<file path="src/rtl/if_stage_pkg.sv">
// Shared fetch-stage definitions: NOP encoding, reset PC default, MIPS field layout
// and the {pc, instr} record carried between the fetch stage and its skid buffer.
package if_stage_pkg;

  localparam logic [31:0] NOP_INSTR        = 32'h0000_0000;
  localparam logic [31:0] RESET_PC_DEFAULT = 32'h0000_0000;

  // R-type field layout as decode slices it: op[31:26] rs[25:21] rt[20:16] rd[15:11] shamt[10:6] funct[5:0]
  typedef struct packed {
    logic [5:0] op;
    logic [4:0] rs;
    logic [4:0] rt;
    logic [4:0] rd;
    logic [4:0] shamt;
    logic [5:0] funct;
  } instr_r_t;

  typedef struct packed {
    logic [31:0] pc;
    logic [31:0] instr;
  } fetch_word_t;

  function automatic logic [31:0] word_align(input logic [31:0] addr);
    return addr & 32'hFFFF_FFFC;
  endfunction

endpackage

</file>
<file path="src/rtl/if_skid_buf.sv">
// One-entry holding register for an instruction word that returns from memory
// while decode is stalled; clear wins over load, load wins over drain.
module if_skid_buf
  import if_stage_pkg::*;
(
  input  logic        clk,
  input  logic        rst_n,
  input  logic        load,
  input  logic        drain,
  input  logic        clear,
  input  fetch_word_t wr_word,
  output fetch_word_t rd_word,
  output logic        vld
);

  fetch_word_t word_p0;

  always_ff @(posedge clk or negedge rst_n) begin
    if (!rst_n) begin
      vld <= 1'b0;
    end else if (clear) begin
      vld <= 1'b0;
    end else if (load) begin
      vld <= 1'b1;
    end else if (drain) begin
      vld <= 1'b0;
    end
  end

  always_ff @(posedge clk) begin
    if (load && !clear) begin
      word_p0 <= wr_word;
    end
  end

  assign rd_word = word_p0;

endmodule

</file>
<file path="src/rtl/if_stage.sv">
// Instruction-fetch stage: PC register, synchronous imem request, in-flight tracking,
// skid buffering across stalls and the IF/ID register feeding decode.
module if_stage
  import if_stage_pkg::*;
#(
  parameter logic [31:0] RESET_PC = RESET_PC_DEFAULT,
  parameter int          IMEM_AW  = 10
) (
  input  logic               clk,
  input  logic               rst_n,
  input  logic               stall_i,
  input  logic               pcwr_en_i,
  input  logic [31:0]        pc_target_i,
  output logic               imem_en_o,
  output logic [IMEM_AW-1:0] imem_addr_o,
  input  logic [31:0]        imem_rdata_i,
  output logic [31:0]        pc_o,
  output logic [31:0]        pc4_o,
  output logic [31:0]        instr_o,
  output logic               valid_o
);

  logic [31:0] fetch_pc_p0;
  logic        vld_p1;
  logic [31:0] pc_p1;
  logic        vld_p2;
  logic [31:0] pc_p2;
  logic [31:0] pc4_p2;
  logic [31:0] instr_p2;

  logic        skid_load;
  logic        skid_drain;
  logic        skid_vld;
  fetch_word_t skid_wr;
  fetch_word_t skid_rd;

  // p0: fetch PC and memory request; a redirect fetches even while decode is stalled
  assign imem_en_o   = rst_n & (!stall_i | pcwr_en_i);
  assign imem_addr_o = fetch_pc_p0[IMEM_AW+1:2];

  always_ff @(posedge clk or negedge rst_n) begin
    if (!rst_n) begin
      fetch_pc_p0 <= RESET_PC;
    end else if (pcwr_en_i) begin
      fetch_pc_p0 <= word_align(pc_target_i);
    end else if (!stall_i) begin
      fetch_pc_p0 <= fetch_pc_p0 + 32'd4;
    end
  end

  // p1: word in flight in the memory; a redirect squashes it before it lands
  always_ff @(posedge clk or negedge rst_n) begin
    if (!rst_n) begin
      vld_p1 <= 1'b0;
    end else begin
      vld_p1 <= imem_en_o & !pcwr_en_i;
    end
  end

  always_ff @(posedge clk) begin
    if (imem_en_o) begin
      pc_p1 <= fetch_pc_p0;
    end
  end

  // Memory output is not held while disabled, so park the returning word when IF/ID is full
  assign skid_load  = !pcwr_en_i & stall_i & vld_p1 & vld_p2;
  assign skid_drain = !pcwr_en_i & !stall_i & skid_vld;
  assign skid_wr    = '{pc: pc_p1, instr: imem_rdata_i};

  if_skid_buf u_skid (
    .clk     (clk),
    .rst_n   (rst_n),
    .load    (skid_load),
    .drain   (skid_drain),
    .clear   (pcwr_en_i),
    .wr_word (skid_wr),
    .rd_word (skid_rd),
    .vld     (skid_vld)
  );

  // p2: IF/ID register
  always_ff @(posedge clk or negedge rst_n) begin
    if (!rst_n) begin
      vld_p2   <= 1'b0;
      pc_p2    <= 32'd0;
      pc4_p2   <= 32'd0;
      instr_p2 <= NOP_INSTR;
    end else if (pcwr_en_i) begin
      vld_p2   <= 1'b0;
      pc_p2    <= 32'd0;
      pc4_p2   <= 32'd0;
      instr_p2 <= NOP_INSTR;
    end else if (stall_i) begin
      if (!vld_p2 && vld_p1) begin
        vld_p2   <= 1'b1;
        pc_p2    <= pc_p1;
        pc4_p2   <= pc_p1 + 32'd4;
        instr_p2 <= imem_rdata_i;
      end
    end else if (skid_vld) begin
      vld_p2   <= 1'b1;
      pc_p2    <= skid_rd.pc;
      pc4_p2   <= skid_rd.pc + 32'd4;
      instr_p2 <= skid_rd.instr;
    end else if (vld_p1) begin
      vld_p2   <= 1'b1;
      pc_p2    <= pc_p1;
      pc4_p2   <= pc_p1 + 32'd4;
      instr_p2 <= imem_rdata_i;
    end else begin
      vld_p2   <= 1'b0;
      pc_p2    <= 32'd0;
      pc4_p2   <= 32'd0;
      instr_p2 <= NOP_INSTR;
    end
  end

  assign valid_o = vld_p2;
  assign pc_o    = pc_p2;
  assign pc4_o   = pc4_p2;
  assign instr_o = instr_p2;

endmodule

</file>
<file path="config.mk">
export PLATFORM = sky130hd
export DESIGN_NAME = if_stage
export DESIGN_NICKNAME = d
export VERILOG_FILES = /design/src/rtl/if_stage_pkg.sv /design/src/rtl/if_skid_buf.sv /design/src/rtl/if_stage.sv
export SDC_FILE = /design/constraint.sdc
export NUM_CORES = 1
export LEC_CHECK = 0
export ABC_AREA = 0
export CAP_MARGIN = 10
export CORE_ASPECT_RATIO = 1.5
export CORE_MARGIN = 5
export CORE_UTILIZATION = 55
export DETAILED_ROUTE_END_ITERATION = 7
export GPL_ROUTABILITY_DRIVEN = 0
export HOLD_SLACK_MARGIN = 0.1
export PLACE_DENSITY = 0.87
export SYNTH_ARGS = -nofsm -noshare
export SYNTH_HDL_FRONTEND = slang
export SYNTH_SLANG_ARGS = --single-unit
</file>
<file path="constraint.sdc">
create_clock -name clk -period 3.8 [get_ports clk]
set_input_delay 0.38 -clock clk [delete_from_list [all_inputs] [get_ports clk]]
set_output_delay 0.38 -clock clk [all_outputs]
set_load 0.005 [all_outputs]
</file>
After elaboration in Yosys (flattened, before gate mapping). Index checks and enable logic that the tools add are counted.

Register bits after elaboration: 227. Bits of input ports: 68. Word-level logic and storage cells: 54. Output and inout bits: 108.

Eq/ne operators: 2. Reductions and logical operators: 6. Add/subtract/negate cells: 3. Bitwise operators: 8. Multiplexer cells: 25.

Operators with widths (count): $mux 32 (17); $add 32x3->32 const B (3); $mux 1 (8); $and 1x1->1 (7); $logic_not 1->1 (3); $ne 3x1->1 const B (1); $reduce_bool 3->1 (1); $logic_and 1x1->1 (2); $ne 2x1->1 const B (1); $or 1x1->1 (1).

Longest topological paths before layout.
Depth in word-level cells: 6. Depth in mapped cells: 8. Mapped depth without buffers: 7.

Cells and area by module. A second synthesis with hierarchy kept.

Cell total of the unflattened synthesis: 893. Area, all modules: 9894.5 sq um.

By module, submodules not included: if_stage (instances 1, cells each 824, area each 7925.1 sq um, sequential area each 4053.9 sq um); if_skid_buf (instances 1, cells each 69, area each 1969.4 sq um, sequential area each 1946.9 sq um).

Worst setup path after synthesis. Ideal clock, no wire load.

Path kind: input to register. Start point: in pcwr_en_i. End point: reg u_skid.word_p0 (netlist bit u_skid.rd_word[0]) (enable). Required time: 3.373 ns. Data arrival time: 2.334 ns. Path buffers: 2. Library setup time: 0.427 ns. Stages: 4. Setup slack: 1.039 ns. Path through: buf_6 nor2b_1 clkbuf_1 and3_1.

Longest elaborated chain between the ends: 5.

Ends and longest elaborated chain: start, declared (RTL line if_stage.sv:12) `input logic pcwr_en_i,`; $logic_not 1->1 (*) (RTL line if_skid_buf.sv:31, if_stage.sv:67); $and 1x1->1 (3 in series) (RTL line if_stage.sv:67) `assign skid_load = !pcwr_en_i & stall_i & vld_p1 & vld_p2;`; $logic_and 1x1->1 (*) (RTL line if_skid_buf.sv:31) `if (load && !clear) begin`; end signal, assigned (RTL line if_skid_buf.sv:32) `word_p0 <= wr_word;`; end, declared (RTL line if_skid_buf.sv:16) `fetch_word_t word_p0;`.

Mark *: on every way between the ends. The rest lies on a longest branch, timed or not. A chain may end at the register's enable or synchronous reset.

Worst setup path in the final report.
Start point: reg pc_p1[5]. End point: reg pc4_p2[21], in the netlist pc4_o[21].

Longest elaborated chain between the ends: 5. Elaborated cells between the ends (all ways): 6. Those cells by class: 1 x add/sub; 5 x mux.

Ends and longest elaborated chain: start, declared (RTL line if_stage.sv:25) `logic [31:0] pc_p1;`; start signal, assigned (RTL line if_stage.sv:62) `pc_p1 <= fetch_pc_p0;`; $add 32x3->32 (*) (RTL line if_stage.sv:98, if_stage.sv:109); $mux 32 (RTL line if_stage.sv:106) `end else if (vld_p1) begin`; $mux 32 (RTL line if_stage.sv:101) `end else if (skid_vld) begin`; $mux 32 (*) (RTL line if_stage.sv:94) `end else if (stall_i) begin`; $mux 32 (*) (RTL line if_stage.sv:89) `end else if (pcwr_en_i) begin`; end signal, assigned (RTL line if_stage.sv:98) `pc4_p2 <= pc_p1 + 32'd4;`; end signal, assigned (RTL line if_stage.sv:104) `pc4_p2 <= skid_rd.pc + 32'd4;`; end signal, assigned (RTL line if_stage.sv:109) `pc4_p2 <= pc_p1 + 32'd4;`; end, declared (RTL line if_stage.sv:28) `logic [31:0] pc4_p2;`.

Mark *: on every way between the ends. The rest lies on a longest branch, timed or not. The select of a mux whose other input is x is not followed.

==> out/results.tsv <==
stage	metric	value	unit
run_status	status	finished clean	
timing	timing.final.crit_share	77.59	%
power_and_ir_drop	leakage	4.756	nW
routing	ant_nets	0	
power_and_ir_drop	p_per_area	445.3	mW/mm2
floorplan	core	0.01787	mm2
yosys	synthesis.area	0.009918	mm2
timing	fin_worst_skew	0.01091	ns
clock_tree	cts_tree	built	
routing	firstDrtPassIters	6	
critical_path	arrival	3.32	ns
clock_tree	clockRootBuffer	clkbuf_16	
clock_tree	cts_sinks	218	
timing	setup_viol	0	
yosys	synth_nets	971	
timing	max_freq	339.2	MHz
routing	first_iter_violations	752	
global_routing	first_global_vias	8049	
timing	fin_ws	0.8516	ns
yosys	synth_edf_count	92	
finish	num-fill-cells	1286	
yosys	ys_warn_count	0	
power_and_ir_drop	vdd_drop_max	0.2685	mV
finish	design_area	0.01244	mm2
yosys	yosysSeqAreaShare	59.64	%
power_and_ir_drop	internal-power	4.251	mW
placement	hpwl	17.67	mm
placement	portBuffers	173	
routing	wire_per_inst	20.52	um
placement	post-place-ws	0.6875	ns
routing	drcViolationCount	0	
floorplan	num_rows	60	
clock_tree	cts-htree-levels	1	
power_and_ir_drop	share_comb_of_total_power	10.4	%
clock_tree	cts_setup_buffers	0	
timing	max_slew_margin	31.91	%
critical_path	worstSetupStartpointType	flop	
routing	vias	7916	
finish	utilization	69.62	%
power_and_ir_drop	power.net_switching	1.288	mW
global_routing	globalRouteOverflowTotal	0	
yosys	ys_ff_latch	218	
clock_tree	clk_latency	0.50	ns
routing	wl	26.20	mm
global_routing	grt_util_all_layers	24.80	%
placement	dp.cells	1240	
floorplan	start_util	55.51	%
floorplan	die_area	0.02087	mm2
critical_path	reg2reg_slack	0.85	ns
floorplan	pin_count	176	
clock_tree	clockBufferDepth	3	
timing	grt_setup_unrepaired	no	
routing	vias_per_cell	6.199	
critical_path	ff2ff_path_depth	6	
critical_path	path_class	reg -> reg	
power_and_ir_drop	clock_power_share	40.3	%
clock_tree	cts_hold_buf	0	
global_routing	grt_pass1_wl	42.08	mm
power_and_ir_drop	seq_power_share	49.3	%
timing	maxSlewViolCount	0	
finish	finalNonFillerCells	1277	
min_path	hp-class	in -> async	
critical_path	cp.required	4.17	ns
critical_path	critPathMaxFanout	8	
yosys	ys.flop_type	dfrtp_1	
clock_tree	numCtsBuffers	21	
timing	hold_viol	0	
finish	fin_nets	1117	
timing	finalCriticalPeriod	2.948	ns
timing	worstMarginPinSlew	1.012	ns
floorplan	die_x	119.6	um
timing	setup_tns	0	ns
finish	drive_gt1_share	6.132	%
power_and_ir_drop	switching_share	23.25	%
critical_path	rr_startpoint	pc_p1[5]$_DFFE_PP_	
finish	antennaDiodeCount	0	
yosys	synth_cell_type_count	58	
yosys	avgSynthCellArea	11.02	um2
clock_tree	cts_resized	0	
global_routing	antenna_found_initial	0	
floorplan	die_h	174.5	um
yosys	synth-async-reset-ratio	57.80	%
job	maxCapViolCount	0	
clock_tree	clk_pin_slew	0.07	ns
global_routing	grt_max_degree	89	
placement	placed_cell_area	0.01170	mm2
yosys	postSynthCellCount	900	
finish	area_delta_synth_final	25.42	%
critical_path	end_kind	flop	
critical_path	reg2reg_to	pc4_o[21]$_DFFE_PN0P_	
[cell type report]
type                    instances  area, um2  area share, %
clock inverters                12      165.2          1.328
repair buffers                187       1842          14.81
multi-input cells             615       3664          29.45
well taps                     217      271.5          2.183
flip-flops and latches        218       5916          47.56
inverters                       3      11.26        0.09053
clock buffers                  25      570.5          4.587
[power by group through the flow]
stage,clock (mW),sequential (mW),combinational (mW)
finish,2.23,2.73,0.576
global route,2.35,2.75,0.632
CTS,2.25,2.73,0.584
detailed placement,0,2.77,0.576
global placement,0,2.77,0.563
floorplan,0,2.74,0.251
[worst max path at each step]
stage                            start                           to  slack [ns]  cells after the start
global placement               stall_i        pc4_o[31]$_DFFE_PN0P_        0.75                      6
CTS                 pc_p1[5]$_DFFE_PP_        pc4_o[21]$_DFFE_PN0P_        0.97                      6
finish              pc_p1[5]$_DFFE_PP_        pc4_o[21]$_DFFE_PN0P_        0.85                      6
global route        pc_p1[5]$_DFFE_PP_        pc4_o[21]$_DFFE_PN0P_        0.86                      6
floorplan                    pcwr_en_i  u_skid.rd_word[0]$_DFFE_PP_        1.04                      4
detailed placement             stall_i        pc4_o[31]$_DFFE_PN0P_        0.69                      6
[kinds of logic after synthesis]
family                     after synthesis  share of synthesized area [%]
and+or+nand+nor                        336                          16.08
AOI/OAI and AO/OA                      192                          12.89
xor gates and xnor gates                82                          7.241
buffers and inverters                   67                          3.557
DFF                                    218                          59.64
adders and majority gates                3                         0.3785
muxes                                    2                         0.2018
[critical path: stages (launching register included)]
cell and delay, ns:
edfxtp_1 0.53, nand4_1 0.38, nor4_1 0.90, nand3_1 0.25, xnor2_1 0.32, a22oi_1 0.14
o32ai_1 0.30
[cell usage after synthesis (3+ instances only)]
cell type	n	share of area, %
o21ai_0	80	4.0
nor2b_1	5	0.32
clkbuf_8	4	0.56
nand2_1	103	3.9
a21oi_1	10	0.50
a22oi_1	45	3.4
nor2_1	104	3.9
and4_1	8	0.71
xnor2_1	37	3.3
ha_1	3	0.38
nand3_1	35	1.8
nand4_1	23	1.5
buf_4	13	0.98
a221oi_1	37	3.3
nor3_1	9	0.45
nand2b_1	5	0.32
clkbuf_1	43	1.6
and3_1	13	0.82
and2_1	8	0.50
dfrtp_1	126	32
nor4_1	8	0.50
inv_1	3	0.11
edfxtp_1	92	28
xor2_1	45	4.0
[routing by layer]
layer  part of all wire, %  global-route usage [%]  wire length (um)  up-vias
met2                    49                   40.68             12800      475
met3                   7.8                   3.613              2043      126
met4                   6.3                   14.67              1652        0
met1                    37                   31.21              9706     3755
li1                      -                       -                 -     3560
met5                     0                       0                 0        -
[stage by stage]
| stage | total power, mW | hold WS, ns |
|---|---|---|
| 2_1_floorplan | 2.992 | 0.08441 |
| 3_3_place_gp | 3.328 | 0.4307 |
| 3_5_place_dp | 3.350 | 0.4425 |
| 4_1_cts | 5.565 | 0.1423 |
| 5_1_grt | 5.729 | 0.1896 |
| 6_report | 5.539 | 0.1069 |
[cell usage in the layout, fill, tap and decap left out, types with 9 or more instances in the layout]
master / netlist / routed
nand3_1: 35 / 35
o21ai_0: 80 / 80
clkdlybuf4s50_1: 0 / 171
xor2_1: 45 / 45
and3_1: 13 / 12
a22oi_1: 45 / 45
a21oi_1: 10 / 10
nand2_1: 103 / 103
a221oi_1: 37 / 37
clkbuf_16: 0 / 21
nand4_1: 23 / 23
nor2_1: 104 / 102
xnor2_1: 37 / 37
dfrtp_1: 126 / 126
nor3_1: 9 / 9
edfxtp_1: 92 / 92
buf_4: 13 / 14
[registers in the layout, indices dropped and copies added (netlist names), 30 cells and up]
name and count:
u_skid.rd_word 62, instr_o 32, pc_o 31, fetch_pc_p0 30
pc4_o 30, pc_p1 30
Power figures use the tool's default switching activity.
